`src/rtl/ram_arbiter.sv`:
```
// ram_arbiter: round-robin arbiter sharing one RAM port between two masters
module ram_arbiter #(
    parameter int ADDR_W = 32,
    parameter int DATA_W = 32,
    parameter int STRB_W = 3
) (
    input  logic              clk,
    input  logic              reset,
    input  logic              m0_req,
    input  logic              m0_we,
    input  logic [ADDR_W-1:0] m0_addr,
    input  logic [DATA_W-1:0] m0_wdata,
    input  logic [STRB_W-1:0] m0_strb,
    output logic [DATA_W-1:0] m0_rdata,
    output logic              m0_ready,
    input  logic              m1_req,
    input  logic              m1_we,
    input  logic [ADDR_W-1:0] m1_addr,
    input  logic [DATA_W-1:0] m1_wdata,
    input  logic [STRB_W-1:0] m1_strb,
    output logic [DATA_W-1:0] m1_rdata,
    output logic              m1_ready,
    output logic              ram_we,
    output logic [ADDR_W-1:0] ram_addr,
    output logic [DATA_W-1:0] ram_wdata,
    output logic [STRB_W-1:0] ram_strb,
    input  logic [DATA_W-1:0] ram_rdata,
    output logic              gnt_id,
    output logic              busy
);
    typedef enum logic [1:0] {IDLE, ACCESS, DONE} state_t;

    state_t            state_q, state_d;
    logic              owner_q, owner_d;
    logic              last_q, last_d;
    logic [DATA_W-1:0] rdata_q, rdata_d;
    logic              m0_ready_q, m0_ready_d;
    logic              m1_ready_q, m1_ready_d;
    logic              cand0, cand1, grant, win, acc;

    // arbitration in IDLE/DONE (served master excluded in DONE) and next-state logic
    always_comb begin
        acc        = state_q == ACCESS;
        cand0      = m0_req & (state_q == IDLE | (state_q == DONE & owner_q));
        cand1      = m1_req & (state_q == IDLE | (state_q == DONE & ~owner_q));
        grant      = cand0 | cand1;
        win        = (cand0 & cand1) ? ~last_q : cand1;
        state_d    = acc ? DONE : (grant ? ACCESS : IDLE);
        owner_d    = grant ? win : owner_q;
        last_d     = grant ? win : last_q;
        rdata_d    = acc ? ram_rdata : rdata_q;
        m0_ready_d = acc & ~owner_q;
        m1_ready_d = acc & owner_q;
    end

    // state registers; a reset cycle aborts any transaction in flight
    always_ff @(posedge clk) begin
        if (!reset) begin
            state_q    <= IDLE;
            owner_q    <= 1'b0;
            last_q     <= 1'b1;
            rdata_q    <= '0;
            m0_ready_q <= 1'b0;
            m1_ready_q <= 1'b0;
        end else begin
            state_q    <= state_d;
            owner_q    <= owner_d;
            last_q     <= last_d;
            rdata_q    <= rdata_d;
            m0_ready_q <= m0_ready_d;
            m1_ready_q <= m1_ready_d;
        end
    end

    // RAM port is driven only during ACCESS; writes are blocked in a reset cycle
    always_comb begin
        ram_we    = acc & (owner_q ? m1_we : m0_we) & reset;
        ram_addr  = acc ? (owner_q ? m1_addr : m0_addr) : '0;
        ram_wdata = acc ? (owner_q ? m1_wdata : m0_wdata) : '0;
        ram_strb  = acc ? (owner_q ? m1_strb : m0_strb) : '0;
        m0_rdata  = rdata_q;
        m1_rdata  = rdata_q;
        m0_ready  = m0_ready_q;
        m1_ready  = m1_ready_q;
        gnt_id    = owner_q;
        busy      = state_q != IDLE;
    end
endmodule

```
`config.mk`:
```
export PLATFORM = sky130hd
export DESIGN_NAME = ram_arbiter
export DESIGN_NICKNAME = d
export VERILOG_FILES = /design/src/rtl/ram_arbiter.sv
export SDC_FILE = /design/constraint.sdc
export NUM_CORES = 1
export LEC_CHECK = 0
export CELL_PAD_IN_SITES_DETAIL_PLACEMENT = 1
export CELL_PAD_IN_SITES_GLOBAL_PLACEMENT = 2
export CORE_MARGIN = 2
export CORE_UTILIZATION = 12
export CTS_BUF_LIST = sky130_fd_sc_hd__clkbuf_8
export CTS_CLUSTER_DIAMETER = 60
export CTS_CLUSTER_SIZE = 14
export DETAILED_ROUTE_END_ITERATION = 6
export GPL_ROUTABILITY_DRIVEN = 0
export HOLD_SLACK_MARGIN = 0.15
export PLACE_DENSITY_LB_ADDON = 0.08
export RECOVER_POWER = 25
export SYNTH_ARGS = -nofsm -noshare
export SYNTH_HDL_FRONTEND = slang
export SYNTH_SLANG_ARGS = --single-unit
```
`constraint.sdc`:
```
create_clock -name clk -period 3.95 [get_ports clk]
set_clock_uncertainty 0.15 [all_clocks]
set_input_delay 0.395 -clock clk [delete_from_list [all_inputs] [get_ports clk]]
set_output_delay 0.395 -clock clk [all_outputs]
set_load 0.05 [all_outputs]
```
==> qor.txt, run 1 <==
Sw Share - 0.399
vias in the first global route - 2,906
clock latency on the worst-skew pair - 290 ps
first-pass GRT wire length - 20,000 µm
Slew @ Worst Pin - 1110 ps
MaxCap Viol Count - 0
initial antenna violation count - 4
share of the yosys chip area belonging to registers - 0.350
slowest stage delay, CP - 930 ps
Power, Total - 1.60 mW
hpwl dp - 11,400 µm
final WL - 14,000 µm
outcome - finished, final reports clean
CTS tree - done
Distinct cells, synth - 23
post-synthesis compound-gate area fraction - 0.419
largest net degree at the start of global routing - 68
upper clock frequency limit - 0.287 GHz
post-synth top area cell - a22o_1
Post-synth ARST share - 0
Post-synth top flop - dfxtp_1
post-CTS sizing - 0
Final Hold Fails - 0
Site Rows - 49
Initial Util - 0.122
Setup Fix Bufs, Post-CTS - 0
P_leak - 2.04 nW
gate count after technology mapping - 217
final setup vio count - 0
final worst path period share - 0.882
fill count - 2,013
critical path type - reg2out
unrepaired setup endpoints after global routing - false
CTS max path bufs - 2
mapped cell area - 2180 µm²
Overall Global Routing Usage - 0.136
IO buf count - 307
setup_tns - 0 ps
largest family of logic cells by synthesized area - compound AO/OA/AOI/OAI gates
Final nets - 651
worst hold-check path type - reg2reg
H-tree depth - 2
FF+latch area - 761 µm²
CTS buffer count - 5
Reg power frac - 0.269
WP buf/inv - 1
XOR/XNOR Fraction of Synth Area - 0
die width - 139 µm
pwr/cell area - 302 nW/µm²
initial drt markers - 92
Worst Setup Start Kind - flop
crit path time final - 3480 ps
synth-to-layout area growth - 143%
termination of the worst setup path - ram_addr[5]
IO Pins - 308
area of the multi-input gates - 1010 µm²
Reg clk slew, reported paths - 80 ps
WP depth - 4
Reg-to-Reg End - m0_rdata[12]
R2R setup slack - 1700 ps
part of the power in combinational logic - 0.514
routed length per placed instance - 19.7 µm
Crit path max-delay family - simple AND/OR/NAND/NOR gates
clock power share - 0.217
Sw Pwr - 0.639 mW
simple-gate portion of the synthesized area - 0.0443
Hold WS - 345 ps
fin. max-slew vios - 0
dominant cells by area after synthesis - a22o_1 40%, dfxtp_1 35%, buf_4 12%
share of layout cells above drive strength 1 - 0.0292
Critical Path Slowest Stage Cell - clkdlybuf4s50_1
FF-to-FF path depth - 4
Post-synth EDFFs - 0
Yosys reg bits - 38
mux share of post-synthesis cell area - 0.00460
Synth Warn # - 0
root buf cell - clkbuf_8
Critical path origin - state_q[0]
Crit. End Element - primary output
syn_nets - 389
Final ANT Viol Nets - 0
Post-Syn Area per Cell - 10.0 µm²
CP cell instances - nor2b_1 > and2_4 > a22o_1 > clkdlybuf4s50_1
Peak VDD IR - 0.000181 V
Die ar. - 19,200 µm²
average via count per standard cell - 4.04
Synth top area share - 0.399
Crit path required time - 3400 ps
grt ovf - 0
Critical Path Fanout Max - 67
clk sinks - 38
Die H - 139 µm
Vias - 2,870
Std-Cell Core Area - 17,900 µm²
Critical Path AT - 2940 ps
hold_buf cts - 0
Pint - 0.963 mW
reg2reg start - state_q[0]
drt first pass iters - 4
Slew HR - 0.262
residual DRC count - 0
Synth Area in Adders - 0
## area by class of cell
class	instances	area share
clock inverter	1	0.00567
sequential	38	0.144
tap	229	0.0541
timing repair buffer	309	0.586
multi-input combinational	121	0.191
clock buffer	6	0.0156
antenna	3	0.00142
inverter	4	0.00284
## state kept, by name, indices dropped and copies added (netlist names)
| name | flops |
|---|---|
| m0_ready | 1 |
| m1_ready | 1 |
| state_q | 2 |
| last_q | 1 |
| gnt_id | 1 |
| m0_rdata | 32 |
## worst reg2reg max path, stage by stage, from the launching register on
cell,delay (ps)
dfxtp_1,440
nor2b_1,320
nand2_1,160
inv_1,820
a22o_1,310
## cells in the final DEF (no fill, tap or decap), drive strengths merged
| cell | instances |
|---|---|
| clkdlybuf4s50 | 269 |
| a22o | 99 |
| dfxtp | 38 |
| dlygate4sd3 | 38 |
| clkbuf | 6 |
| nor2 | 5 |
| inv | 4 |
| diode | 3 |
| nand2 | 2 |
| nand2b | 2 |
| a21oi | 2 |
| buf | 2 |
| nor3 | 1 |
| nor2b | 1 |
| and2 | 1 |
| or2 | 1 |
| mux2i | 1 |
| nor4 | 1 |
| a32oi | 1 |
| a311oi | 1 |
| a31oi | 1 |
| a311o | 1 |
| and3 | 1 |
| bufinv | 1 |
## metrics by stage
stage	instances	util	worst slack, ps	cell area, µm²
final	711	0.296	466	5300
after global routing	710	0.296	257	5290
after CTS	708	0.296	541	5300
after detailed placement	701	0.289	877	5180
after global placement	701	0.289	873	5180
after floorplan	217	-	1600	2180
## synthesized netlist by cell type, types with 2 or more instances
cell type  instances
a21oi_1            2
nor2_1             5
nand2_1            2
a22o_1            99
clkbuf_1           3
nand2b_1           2
buf_2             12
buf_4             34
dfxtp_1           38
inv_1              3
buf_6              5
## cell families (layout without fill, tap and decap cells)
group / after synthesis / in the layout
compound gates: 105 / 105
buf+inv: 58 / 320
flops: 38 / 38
mux: 1 / 1
other cells: 0 / 3
simple gates: 15 / 15
## power groups by stage
stage / Clock [mW] / Combinational, mW / Sequential, mW
6_report: 0.347 / 0.824 / 0.430
5_1_grt: 0.385 / 0.855 / 0.435
4_1_cts: 0.371 / 0.841 / 0.433
3_5_place_dp: 0 / 0.839 / 0.440
3_3_place_gp: 0 / 0.839 / 0.440
2_1_floorplan: 0 / 0.408 / 0.512
## routing by layer
layer | share of wire | wire, µm | vias up | GRT usage
met4 | 0.027 | 379 | 0 | 0.0521
met5 | 0 | 0 | - | 0
met1 | 0.37 | 5200 | 1339 | 0.144
li1 | - | - | 1339 | -
met3 | 0.096 | 1350 | 17 | 0.0552
met2 | 0.51 | 7080 | 175 | 0.242
## worst min path at each step
| stage | end | start | cells after the start |
|---|---|---|---|
| after floorplan | gnt_id | m0_req | 1 |
| after CTS | m0_rdata[7] | m0_rdata[7] | 1 |
| after global placement | m0_rdata[11] | m0_rdata[11] | 1 |
| final | m0_rdata[31] | m0_rdata[31] | 1 |
| after detailed placement | m0_rdata[7] | m0_rdata[7] | 1 |
| after global routing | m0_rdata[11] | m0_rdata[11] | 1 |
No activity file was read; power rests on OpenSTA's default activity.
==> inputs of run 2 (changes only) <==
--- a/config.mk
+++ b/config.mk
@@ -5,8 +5,10 @@
 export SDC_FILE = /design/constraint.sdc
 export NUM_CORES = 1
 export LEC_CHECK = 0
+export CAP_MARGIN = 30
 export CELL_PAD_IN_SITES_DETAIL_PLACEMENT = 1
 export CELL_PAD_IN_SITES_GLOBAL_PLACEMENT = 2
+export CORE_ASPECT_RATIO = 1.1
 export CORE_MARGIN = 2
 export CORE_UTILIZATION = 12
 export CTS_BUF_LIST = sky130_fd_sc_hd__clkbuf_8
==> qor.txt, run 2 (synthesis gave the netlist of run 1 again) <==
Crit path max-delay family - simple AND/OR/NAND/NOR gates
Critical path origin - state_q[0]
Final ANT Viol Nets - 0 (unchanged)
upper clock frequency limit - 0.289 GHz (+0.51%)
final setup vio count - 0 (unchanged)
IO buf count - 307 (unchanged)
Final nets - 652 (+0.15%)
setup_tns - 0 ps (unchanged)
R2R setup slack - 1410 ps (-290 ps)
average via count per standard cell - 4.04 (about the same)
drt first pass iters - 4 (unchanged)
GRT busiest layer - met2
largest net degree at the start of global routing - 68 (unchanged)
Slew HR - 0.317 (+0.0544)
MaxCap Viol Count - 0 (unchanged)
Vias - 2,911 (+1.4%)
root buf cell - clkbuf_8
final WL - 14,800 µm (+5.6%)
clock power share - 0.210 (-0.007)
Worst Hold Launch - m0_rdata[13]
Overall Global Routing Usage - 0.150 (+0.0146)
Final Hold Fails - 0 (unchanged)
initial drt markers - 79 (-14%)
Pint - 0.954 mW (-0.87%)
final worst path period share - 0.877 (-0.00447)
slowest stage delay, CP - 900 ps (-30 ps)
unrepaired setup endpoints after global routing - false
first-pass GRT wire length - 21,800 µm (+8.9%)
residual DRC count - 0 (unchanged)
Worst Setup Start Kind - flop
CTS max path bufs - 2 (unchanged)
pre-CTS setup slack - 921 ps (+44.2 ps)
clock latency on the worst-skew pair - 300 ps (about the same)
vias in the first global route - 3,132 (+7.8%)
most frequent cells in the layout - 302 x clkdlybuf4s50_1, 99 x a22o_1, 38 x dfxtp_1
reg2reg start - state_q[0]
Sw Pwr - 0.649 mW (+1.6%)
Slew @ Worst Pin - 1030 ps (-80.3 ps)
Crit. End Element - primary output
met2 Usage GRT - 0.287 (+0.0450)
IO Pins - 308 (unchanged)
Critical Path AT - 2920 ps (-20 ps)
Final WS setup - 484 ps (+17.7 ps)
Util after Layout - 0.299 (+0.00321)
met3 Use GR - 0.0667 (+0.0115)
initial antenna violation count - 2 (-2)
Power, Total - 1.60 mW (+0.13%)
Site Rows - 51 (+4.1%)
synth-to-layout area growth - 144%
post-CTS sizing - 0 (unchanged)
Crit path required time - 3400 ps (about the same)
Hold WS - 349 ps (+4.53 ps)
hpwl dp - 12,000 µm (+5.8%)
grt ovf - 0 (unchanged)
Sw Share - 0.405 (+0.00599)
CP cell instances - nor2b_1 > and2_4 > a22o_1 > clkdlybuf4s50_1
clk sinks - 38 (unchanged)
Reg clk slew, reported paths - 80 ps (about the same)
Die H - 145 µm (+4.7%)
placed instance area - 5220 µm² (+0.75%)
routed length per placed instance - 20.5 µm (+4.2%)
pwr/cell area - 302 nW/µm² (about the same)
worst hold-check path type - reg2reg
met1 Resource Use GR - 0.147 (+0.00280)
fin. max-slew vios - 0 (unchanged)
CTS buffer count - 5 (unchanged)
Peak VDD IR - 0.000173 V (-4.4%)
critical path type - reg2out
Setup Fix Bufs, Post-CTS - 0 (unchanged)
Non-Filler Instances - 721 (+1.4%)
hold_buf cts - 0 (unchanged)
outcome - finished, final reports clean
Initial Util - 0.123 (+0.00111)
Die ar. - 19,200 µm² (about the same)
H-tree depth - 2 (unchanged)
WP buf/inv - 1 (unchanged)
Std-Cell Core Area - 17,700 µm² (-0.91%)
Critical Path Fanout Max - 67 (unchanged)
Largest register FFs - 32 (unchanged)
die width - 132 µm (-4.5%)
part of the power in combinational logic - 0.522 (+0.008)
commonest non-fill, non-tap cell in the layout - clkdlybuf4s50_1
P_leak - 1.95 nW (-4.8%)
crit path time final - 3470 ps (-17.7 ps)
Critical Path Slowest Stage Cell - clkdlybuf4s50_1
Post-Place Cells - 711 (+1.4%)
design area - 5300 µm² (+0.17%)
share of layout cells above drive strength 1 - 0.0312 (+0.00196)
CTS tree - done
Reg power frac - 0.269 (about the same)
## run 2: changes by cell type in the layout (fill, tap and decap cells not counted)
cell,change
clkinv_2,+2
clkdlybuf4s50_1,+33
clkbuf_8,-1
diode_2,-1
dlygate4sd3_1,-33
clkbuf_1,+1
## run 2: area by class of cell
class	count	area, µm²
diodes	2	5.00
clock buffers	5	68.8
clock inverters	3	40.0
fillers	2020	12400
inverters	4	15.0
multi-input cells	121	1010
flip-flops and latches	38	761
well taps	238	298
repair buffers	310	3100
## run 2: metal layers
layer | vias up | part of all wire
met3 | 10 | 0.11
met5 | - | 0
li1 | 1342 | -
met4 | 0 | 0.013
met1 | 1380 | 0.34
met2 | 179 | 0.53
## run 2: worst reg2reg max path: cells and delay by family, from the launching register on
kind	cells	cell delay [ps]
flops	1	430
buf+inv	2	1160
compound gates	1	290
simple gates	2	450
## run 2: worst paths after layout
| kind | end | depth (start not counted) |
|---|---|---|
| worst max-delay path | ram_wdata[20] | 4 |
| worst min-delay path | m0_rdata[13] | 1 |
| worst max register to register | m0_rdata[5] | 5 |
| worst min register to register | m0_rdata[13] | 1 |
## run 2: power groups by stage
stage	Combinational [mW]	Clock, mW	Sequential, mW
after floorplan	0.408	0	0.512
after global placement	0.841	0	0.440
after detailed placement	0.847	0	0.440
after CTS	0.850	0.355	0.433
after global routing	0.871	0.372	0.436
final	0.837	0.336	0.431
==> inputs of run 3 (changes only) <==
--- a/config.mk
+++ b/config.mk
@@ -6,16 +6,14 @@
 export NUM_CORES = 1
 export LEC_CHECK = 0
 export CAP_MARGIN = 30
-export CELL_PAD_IN_SITES_DETAIL_PLACEMENT = 1
-export CELL_PAD_IN_SITES_GLOBAL_PLACEMENT = 2
-export CORE_ASPECT_RATIO = 1.1
-export CORE_MARGIN = 2
-export CORE_UTILIZATION = 12
+export CORE_AREA = 2 2 121 123
 export CTS_BUF_LIST = sky130_fd_sc_hd__clkbuf_8
 export CTS_CLUSTER_DIAMETER = 60
 export CTS_CLUSTER_SIZE = 14
 export DETAILED_ROUTE_END_ITERATION = 6
+export DIE_AREA = 0 0 123 125
 export GPL_ROUTABILITY_DRIVEN = 0
+export GPL_TIMING_DRIVEN = 0
 export HOLD_SLACK_MARGIN = 0.15
 export PLACE_DENSITY_LB_ADDON = 0.08
 export RECOVER_POWER = 25
==> constraint.sdc (replaced) <==
create_clock -name clk -period 4.2 [get_ports clk]
set_clock_uncertainty 0.15 [all_clocks]
set_input_delay 0.42 -clock clk [delete_from_list [all_inputs] [get_ports clk]]
set_output_delay 0.42 -clock clk [all_outputs]
set_load 0.05 [all_outputs]
==> qor.txt, run 3 (synthesis gave the netlist of run 1 again) <==
WP depth - 5 (+1)
share of layout cells above drive strength 1 - 0.111 (+0.0797)
Initial Util - 0.153 (+0.0305)
crit path time final - 3230 ps
root buf cell - clkbuf_8
FF-to-FF path depth - 5 (unchanged)
die width - 123 µm (-7.1%)
CTS tree - done
pwr/cell area - 268 nW/µm² (-11%)
Final nets - 703 (+7.8%)
CTS buffer count - 5 (unchanged)
residual DRC count - 0 (unchanged)
MaxCap Viol Count - 0 (unchanged)
final WL - 12,600 µm (-15%)
most frequent cells in the layout - 301 x clkdlybuf4s50_1, 99 x a22o_1, 38 x dfxtp_1
Critical Path Slowest Stage Cell - clkdlybuf4s50_1
Std-Cell Core Area - 14,200 µm² (-20%)
final worst path period share - 0.769
Worst Setup Start Kind - flop
vias in the first global route - 3,118 (-0.45%)
commonest non-fill, non-tap cell in the layout - clkdlybuf4s50_1
Vias - 2,946 (+1.2%)
Util after Layout - 0.391 (+0.0924)
fin. max-slew vios - 0 (unchanged)
grt ovf - 0 (unchanged)
Final Hold Fails - 0 (unchanged)
Overall Global Routing Usage - 0.150 (about the same)
Setup Fix Bufs, Post-CTS - 0 (unchanged)
Critical Path AT - 2660 ps (-260 ps)
WP buf/inv - 3 (+2)
Critical Path Fanout Max - 10 (-85%)
final setup vio count - 0 (unchanged)
Reg clk slew, reported paths - 80 ps (about the same)
Largest register FFs - 32 (unchanged)
routed length per placed instance - 17.6 µm (-14%)
clk sinks - 38 (unchanged)
IO buf count - 307 (unchanged)
number of diodes - 0 (-2)
CTS max path bufs - 2 (unchanged)
worst hold-check path type - reg2reg
reg2reg start - state_q[0]
fill count - 1,425 (-29%)
hold_buf cts - 0 (unchanged)
setup_tns - 0 ps (unchanged)
Die H - 125 µm (-14%)
Crit path max-delay family - buffers and inverters
first-pass GRT wire length - 17,900 µm (-18%)
Slew @ Worst Pin - 588 ps (-437 ps)
outcome - finished, final reports clean
unrepaired setup endpoints after global routing - false
clock latency on the worst-skew pair - 290 ps (about the same)
CP cell instances - inv_2 > nor3_4 > clkbuf_1 > a22o_1 > clkdlybuf4s50_1
Final ANT Viol Nets - 0 (unchanged)
drt first pass iters - 4 (unchanged)
Die ar. - 15,400 µm² (-20%)
slowest stage delay, CP - 840 ps (-60 ps)
upper clock frequency limit - 0.310 GHz
hpwl dp - 10,300 µm (-15%)
initial drt markers - 117 (+48%)
largest net degree at the start of global routing - 13 (-81%)
Peak VDD IR - 0.000134 V (-22%)
H-tree depth - 2 (unchanged)
Crit. End Element - primary output
Slew HR - 0.607 (+0.290)
average via count per standard cell - 4.11 (+1.9%)
Critical path origin - state_q[0]
Reg-to-Reg End - m0_rdata[9]
P_leak - 2.18 nW (+12%)
IO Pins - 308 (unchanged)
synth-to-layout area growth - 155%
Crit path required time - 3630 ps (+230 ps)
R2R setup slack - 2330 ps (+920 ps)
post-CTS sizing - 0 (unchanged)
Site Rows - 44 (-14%)
critical path type - reg2out
termination of the worst setup path - ram_addr[14]
initial antenna violation count - 0 (-2)
-- run 3: cell count changes in the layout (fill, tap and decap cells not counted), moves of 2 or more --
cell	change
buf_4	+32
buf_2	+9
clkbuf_1	+6
buf_6	+5
diode_2	-2
-- run 3: metrics by stage --
| step | setup slack (ps) | total power, mW | instance area (µm²) | std cells | hold slack [ps] |
|---|---|---|---|---|---|
| final | 970 | 1.49 | 5560 | 716 | 359 |
| after global routing | 803 | 1.56 | 5560 | 716 | 388 |
| after CTS | 921 | 1.52 | 5570 | 716 | 365 |
| after detailed placement | 1260 | 1.23 | 5480 | 708 | 337 |
| after global placement | 1290 | 1.23 | 5480 | 708 | 334 |
| after floorplan | 1820 | 0.865 | 2180 | 217 | 360 |
-- run 3: final cells by class --
cell class,instances,area [µm²],area share
clock buffers,6,82.6,0.0149
flip-flops and latches,38,761,0.137
plain buffers,54,375,0.0675
inverters,4,15.0,0.00270
multi-input cells,121,1010,0.182
clock inverters,2,12.5,0.00225
repair buffers,307,3070,0.553
well taps,184,230,0.0414
-- run 3: layer usage --
metal  GRT usage  wire length, µm  vias to the layer above
met1       0.162             4760                     1339
met3      0.0552             1480                        9
met4      0.0348              159                        0
met2       0.276             6180                      159
met5           0                0                        -
li1            -                -                     1439
-- run 3: how the worst min path moves through the flow --
stage | depth (start not counted) | slack, ps | start | end
after floorplan | 1 | 360 | state_q[0] | state_q[0]
after global placement | 1 | 330 | m0_rdata[10] | m0_rdata[10]
after detailed placement | 1 | 340 | m0_rdata[14] | m0_rdata[14]
after CTS | 1 | 370 | m0_rdata[14] | m0_rdata[14]
after global routing | 1 | 390 | m0_rdata[15] | m0_rdata[15]
final | 1 | 360 | m0_rdata[14] | m0_rdata[14]
-- run 3: report_power, final --
part | switching [mW] | leakage [nW] | internal (mW)
Combinational | 0.452 | 1.82 | 0.365
Sequential | 0.0197 | 0.311 | 0.384
Clock | 0.138 | 0.0472 | 0.132
Total | 0.610 | 2.18 | 0.881
